## config.mk

```make
export PLATFORM = sky130hd
export DESIGN_NAME = midi_note_rx
export DESIGN_NICKNAME = d
export VERILOG_FILES = /design/src/rtl/midi_note_rx.sv
export SDC_FILE = /design/constraint.sdc
export NUM_CORES = 1
export LEC_CHECK = 0
export ABC_AREA = 1
export CAP_MARGIN = 15
export CORE_MARGIN = 10
export CORE_UTILIZATION = 50
export DETAILED_ROUTE_END_ITERATION = 12
export GPL_TIMING_DRIVEN = 0
export MAX_ROUTING_LAYER = met4
export PLACE_DENSITY = 0.76
export SETUP_SLACK_MARGIN = 0.1
export SLEW_MARGIN = 20
export SYNTH_ARGS = -nofsm -noshare
export SYNTH_HDL_FRONTEND = slang
export SYNTH_SLANG_ARGS = --single-unit
```

## constraint.sdc

```tcl
create_clock -name clock -period 4.4 [get_ports clock]
set_input_delay 0.66 -clock clock [delete_from_list [all_inputs] [get_ports clock]]
set_output_delay 0.66 -clock clock [all_outputs]
set_load 0.03 [all_outputs]
```

## src/rtl/midi_note_rx.sv

```systemverilog
// midi_note_rx: MIDI serial receiver with running-status note-on parser.
// Deserialises the line (8N1, LSB first), tracks running status and emits a
// one-cycle midi_ready pulse with the key on midi_index for each accepted
// note-on (key in [NOTE_MIN,NOTE_MAX], velocity non-zero).
// Build option: define MIDI_CHANNEL_FILTER_EN to accept note-on only on
// channel CHANNEL; otherwise every channel is accepted.
module midi_note_rx #(
  parameter int CLK_FREQ = 65_000_000,
  parameter int BAUD     = 31250,
  parameter int NOTE_MIN = 48,
  parameter int NOTE_MAX = 79,
  parameter int CHANNEL  = 0
) (
  input  logic       clock,
  input  logic       reset,
  input  logic       midi_in,
  output logic [6:0] midi_index,
  output logic       midi_ready,
  output logic       frame_err
);

  localparam int BIT_TICKS  = CLK_FREQ / BAUD;
  localparam int HALF_TICKS = (BIT_TICKS / 2 < 1) ? 1 : BIT_TICKS / 2;
  localparam int CW         = (BIT_TICKS < 2) ? 1 : $clog2(BIT_TICKS);

  localparam logic [CW-1:0] BIT_LAST  = CW'(BIT_TICKS - 1);
  localparam logic [CW-1:0] HALF_LAST = CW'(HALF_TICKS - 1);
  localparam logic [6:0]    KEY_LO    = 7'(NOTE_MIN);
  localparam logic [6:0]    KEY_HI    = 7'(NOTE_MAX);

  // A channel outside 0..15 can never match a status nibble.
  if (CHANNEL < 0 || CHANNEL > 15) begin : g_channel_range
    $error("midi_note_rx: CHANNEL must be 0..15");
  end

  typedef enum logic [1:0] {
    S_IDLE,
    S_START,
    S_DATA,
    S_STOP
  } rx_state_e;

  typedef enum logic [1:0] {
    ST_NONE,
    ST_NOTE_ON,
    ST_OTHER
  } run_status_e;

  typedef enum logic {
    PH_KEY,
    PH_VEL
  } data_phase_e;

  // ---------------------------------------------------------------------------
  // Line synchroniser (idle-high reset so reset never looks like a start bit)
  // ---------------------------------------------------------------------------
  logic [1:0] sync_q, sync_d;
  logic       line;

  // Shift the raw line through two flops before anything looks at it.
  always_comb begin
    sync_d = {sync_q[0], midi_in};
  end

  assign line = sync_q[1];

  // ---------------------------------------------------------------------------
  // Receive FSM
  // ---------------------------------------------------------------------------
  rx_state_e   state_q, state_d;
  logic [CW-1:0] cnt_q, cnt_d;
  logic [2:0]  bit_idx_q, bit_idx_d;
  logic [7:0]  shift_q, shift_d;
  logic [7:0]  byte_q, byte_d;
  logic        byte_vld_q, byte_vld_d;
  logic        frame_err_q, frame_err_d;

  // Bit timing: find the start edge, re-check at mid start bit, then sample
  // each following bit one bit period later (i.e. near its centre).
  always_comb begin
    state_d     = state_q;
    cnt_d       = cnt_q;
    bit_idx_d   = bit_idx_q;
    shift_d     = shift_q;
    byte_d      = byte_q;
    byte_vld_d  = 1'b0;
    frame_err_d = 1'b0;
    unique case (state_q)
      S_IDLE: begin
        if (!line) begin
          state_d = S_START;
          cnt_d   = '0;
        end
      end
      S_START: begin
        if (cnt_q == HALF_LAST) begin
          cnt_d     = '0;
          bit_idx_d = '0;
          // A line that is high again by mid start bit was noise.
          state_d   = line ? S_IDLE : S_DATA;
        end else begin
          cnt_d = cnt_q + CW'(1);
        end
      end
      S_DATA: begin
        if (cnt_q == BIT_LAST) begin
          cnt_d     = '0;
          shift_d   = {line, shift_q[7:1]};
          bit_idx_d = bit_idx_q + 3'd1;
          if (bit_idx_q == 3'd7) state_d = S_STOP;
        end else begin
          cnt_d = cnt_q + CW'(1);
        end
      end
      S_STOP: begin
        if (cnt_q == BIT_LAST) begin
          cnt_d   = '0;
          state_d = S_IDLE;
          if (line) begin
            byte_vld_d = 1'b1;
            byte_d     = shift_q;
          end else begin
            frame_err_d = 1'b1;
          end
        end else begin
          cnt_d = cnt_q + CW'(1);
        end
      end
      default: state_d = S_IDLE;
    endcase
  end

  // ---------------------------------------------------------------------------
  // Byte parser
  // ---------------------------------------------------------------------------
  run_status_e status_q, status_d;
  data_phase_e phase_q, phase_d;
  logic [6:0]  key_q, key_d;
  logic [6:0]  index_q, index_d;
  logic        ready_q, ready_d;
  logic        chan_ok;

`ifdef MIDI_CHANNEL_FILTER_EN
  assign chan_ok = (byte_q[3:0] == 4'(CHANNEL));
`else
  assign chan_ok = 1'b1;
`endif

  // Running-status interpreter: status bytes set the mode, data bytes
  // alternate key/velocity while note-on status is in force.
  always_comb begin
    status_d = status_q;
    phase_d  = phase_q;
    key_d    = key_q;
    index_d  = index_q;
    ready_d  = 1'b0;
    if (frame_err_q) begin
      // A corrupted byte may have been a key or velocity; resync on a key.
      phase_d = PH_KEY;
    end else if (byte_vld_q) begin
      if (byte_q[7]) begin
        if (byte_q[7:3] == 5'b11111) begin
          // Real-time messages may interleave anywhere; leave state alone.
        end else if (byte_q[7:4] == 4'hF) begin
          status_d = ST_NONE;
          phase_d  = PH_KEY;
        end else if (byte_q[7:4] == 4'h9 && chan_ok) begin
          status_d = ST_NOTE_ON;
          phase_d  = PH_KEY;
        end else begin
          status_d = ST_OTHER;
          phase_d  = PH_KEY;
        end
      end else if (status_q == ST_NOTE_ON) begin
        if (phase_q == PH_KEY) begin
          key_d   = byte_q[6:0];
          phase_d = PH_VEL;
        end else begin
          phase_d = PH_KEY;
          // Velocity zero is a note-off in disguise.
          if (byte_q[6:0] != 7'd0 && key_q >= KEY_LO && key_q <= KEY_HI) begin
            index_d = key_q;
            ready_d = 1'b1;
          end
        end
      end
    end
  end

  // All state registers, cleared together by the synchronous reset.
  always_ff @(posedge clock) begin
    if (reset) begin
      sync_q      <= 2'b11;
      state_q     <= S_IDLE;
      cnt_q       <= '0;
      bit_idx_q   <= '0;
      shift_q     <= '0;
      byte_q      <= '0;
      byte_vld_q  <= 1'b0;
      frame_err_q <= 1'b0;
      status_q    <= ST_NONE;
      phase_q     <= PH_KEY;
      key_q       <= '0;
      index_q     <= '0;
      ready_q     <= 1'b0;
    end else begin
      sync_q      <= sync_d;
      state_q     <= state_d;
      cnt_q       <= cnt_d;
      bit_idx_q   <= bit_idx_d;
      shift_q     <= shift_d;
      byte_q      <= byte_d;
      byte_vld_q  <= byte_vld_d;
      frame_err_q <= frame_err_d;
      status_q    <= status_d;
      phase_q     <= phase_d;
      key_q       <= key_d;
      index_q     <= index_d;
      ready_q     <= ready_d;
    end
  end

  assign midi_index = index_q;
  assign midi_ready = ready_q;
  assign frame_err  = frame_err_q;

endmodule

```

==> flow_summary.json <==
{
  "cp.depth": 1,
  "synth_flop_cell": "dfxtp_1",
  "setup_tns_ns": 0,
  "io_buffer_count": 10,
  "avgViaCountPerCell": 5.18,
  "place_congestion": 0.883,
  "async_reset_ff_share_pct": 0,
  "die_h_um": 90.8,
  "critical_path_buf_inv_count": 1,
  "syn_area_mm2": 0.00251,
  "grt_max_degree": 18,
  "place_inst": 426,
  "drt_iter0_drc": 120,
  "slowest_stage": "clkdlybuf4s50_1",
  "fp-row-count": 25,
  "whs_ns": 0.415,
  "track_usage_pct": 13.1,
  "use_met2_pct": 21.3,
  "ys_ff_latch": 55,
  "via_count": 2249,
  "final_area_mm2": 0.00278,
  "io_pins": 12,
  "grt_overflow": 0,
  "final_antenna_net_count": 0,
  "antenna_found_initial": 0,
  "cts_made_buffers": 5,
  "setup_violations": 0,
  "clkTransAtPathRegs_ns": 0.10,
  "yosys.cell_count.top_type": "nand2_1",
  "die_x_um": 90.8,
  "cp_top_family": "buffers and inverters",
  "fin_nets": 372,
  "initial_utilization_pct": 52.4,
  "r2r_cells": 8,
  "run_status": "finished clean",
  "syn-num-nets": 355,
  "grt_use_met1_pct": 16.1,
  "clk_latency_ns": 0.31,
  "min_period_ns": 2.05,
  "slew_viol_final": 0,
  "power.leakage_nw": 1.10,
  "setup.worst_path.end_class": "primary output",
  "rsz0062_at_grt": "no",
  "post_drt_wl_per_cell_um": 11.9,
  "hold_class": "reg2reg",
  "drcViolationCount": 0,
  "postSynthCellCount": 349,
  "layout-drive-gt1-share_pct": 7.90,
  "hpwlAfterDp_mm": 3.81,
  "cts_tree": "built",
  "dp_worst_setup_slack_ns": 2.57,
  "clock.fmax_ghz": 0.489,
  "grt_pass1_vias": 2122,
  "clockRootBuffer": "clkbuf_8",
  "skew_ns": 0.0102,
  "use_met3_pct": 2.41,
  "yosysUniqueCellTypes": 31,
  "synth_edf_count": 0,
  "postSynthAreaPerCell_um2": 7.19,
  "finalCritPeriodShare_pct": 46.5,
  "ys_warn_count": 0,
  "core-area_mm2": 0.00479,
  "critPathArrivalTime_ns": 1.39,
  "cts_max_path_buffers": 2,
  "synth_commonest_cells": "60 x nand2_1, 55 x dfxtp_1, 39 x nor2_1",
  "max_cap_violations": 0,
  "cp.required_ns": 3.74,
  "worst_pin_slew_ns": 0.665,
  "crit_path_max_incr_delay_ns": 0.69,
  "startpoint_type": "flip-flop",
  "cts-resized-gates": 0,
  "grt_pass1_wl_mm": 9.23,
  "hold_depth": 1,
  "hold_buffers": 0,
  "hold_viol": 0,
  "p_per_area_mw_per_mm2": 295,
  "area_delta_synth_final_pct": 10.9,
  "crit_chain": "clkdlybuf4s50_1",
  "instances_no_fill": 434,
  "yosys.area.top_type": "dfxtp_1",
  "dpl_cell_area_mm2": 0.00269,
  "fill_cells": 483,
  "ir_drop_uv": 191,
  "dieArea_mm2": 0.00825,
  "setup_slack_ns": 2.35,
  "antenna_cells": 0,
  "critPathKind": "reg2out",
  "synthTopCellsByArea": "dfxtp_1 44%, nand2_1 9.0%, o21ai_0 7.0%",
  "path_max_fanout": 3,
  "wirelength_mm": 5.15,
  "maxSlewHeadroom_pct": 55.6,
  "drt_first_pass_iters": 4,
  "gr-max-usage-layer": "met2",
  "post_cts_buffers": 0,
  "ys_seq_area_share_pct": 43.9,
  "cts.sinks": 55,
  "htree_levels": 2,
  "yosysTopAreaCellShare_pct": 43.9
}
power by group:
| group | switching [mW] | internal [mW] |
|---|---|---|
| registers | 0.00338 | 0.501 |
| logic | 0.0261 | 0.0111 |
| clock network | 0.166 | 0.115 |
| total | 0.195 | 0.627 |
placed cells by master, fill, tap and decap left out:
cell type and count:
nand2_1 60, dfxtp_1 55, nor2_1 39, o21ai_0 35, a21oi_1 33, inv_1 30, nor3_1 24, nand3_1 21
clkbuf_1 10, clkdlybuf4s50_1 10, nand4_1 7, inv_2 5, clkbuf_8 5, nor2_2 4, nand3b_1 3, ha_1 3
buf_2 2, nand2_2 2, o21ai_1 2, or2_2 2, clkinv_4 2, a31oi_1 1, nand3_2 1, nor2_8 1
nand3_4 1, buf_6 1, nor2_4 1, o211ai_1 1, a211oi_1 1, xor2_1 1, nor3b_1 1, buf_4 1
a21oi_2 1, a21boi_0 1
through the flow:
step	power, mW	utilization, %
2_1_floorplan	0.542	-
3_3_place_gp	0.552	56.3
3_5_place_dp	0.553	56.3
4_1_cts	0.823	58.1
5_1_grt	0.849	58.1
6_report	0.822	58.1
registers in the layout, summed over array words and instances (netlist names), named ones only:
register	cells
bit_idx_q	3
key_q	7
state_q	1
byte_q	8
midi_index	7
phase_q	1
cnt_q	12
frame_err	1
byte_vld_q	1
midi_ready	1
status_q	2
sync_q	2
shift_q	8
per-layer routing:
metal,wire (um),vias up
li1,-,1192
met1,2570,1020
met2,2320,33
met3,209,4
met4,51,0
met5,0,-
final timing paths:
path	startpoint	to	slack, ns
max	frame_err$_SDFF_PP0_	frame_err	2.35
min reg2reg	sync_q[0]$_SDFF_PP1_	sync_q[1]$_SDFF_PP1_	0.41
min	sync_q[0]$_SDFF_PP1_	sync_q[1]$_SDFF_PP1_	0.41
max reg2reg	cnt_q[0]$_SDFFE_PP0P_	bit_idx_q[2]$_SDFFE_PP0P_	2.67
cells by family after synthesis:
kind of cell | count (synthesis) | synth area share [%]
compound gates | 75 | 15.5
flops | 55 | 43.9
buf+inv | 48 | 7.73
fa+ha+maj | 3 | 1.50
simple gates | 167 | 31.1
xor+xnor | 1 | 0.349
area by class of cell:
class / instances / area [um^2] / share of cell area (%)
Multi-Input combinational cell: 246 / 1210 / 43.6
Sequential cell: 55 / 1100 / 39.6
Inverter: 35 / 131 / 4.72
Timing Repair Buffer: 10 / 100 / 3.60
Tap cell: 67 / 83.8 / 3.01
Clock buffer: 6 / 72.6 / 2.61
Buffer: 13 / 62.6 / 2.25
Clock inverter: 2 / 17.5 / 0.629
Note: power is estimated with default switching activity, not from simulation.
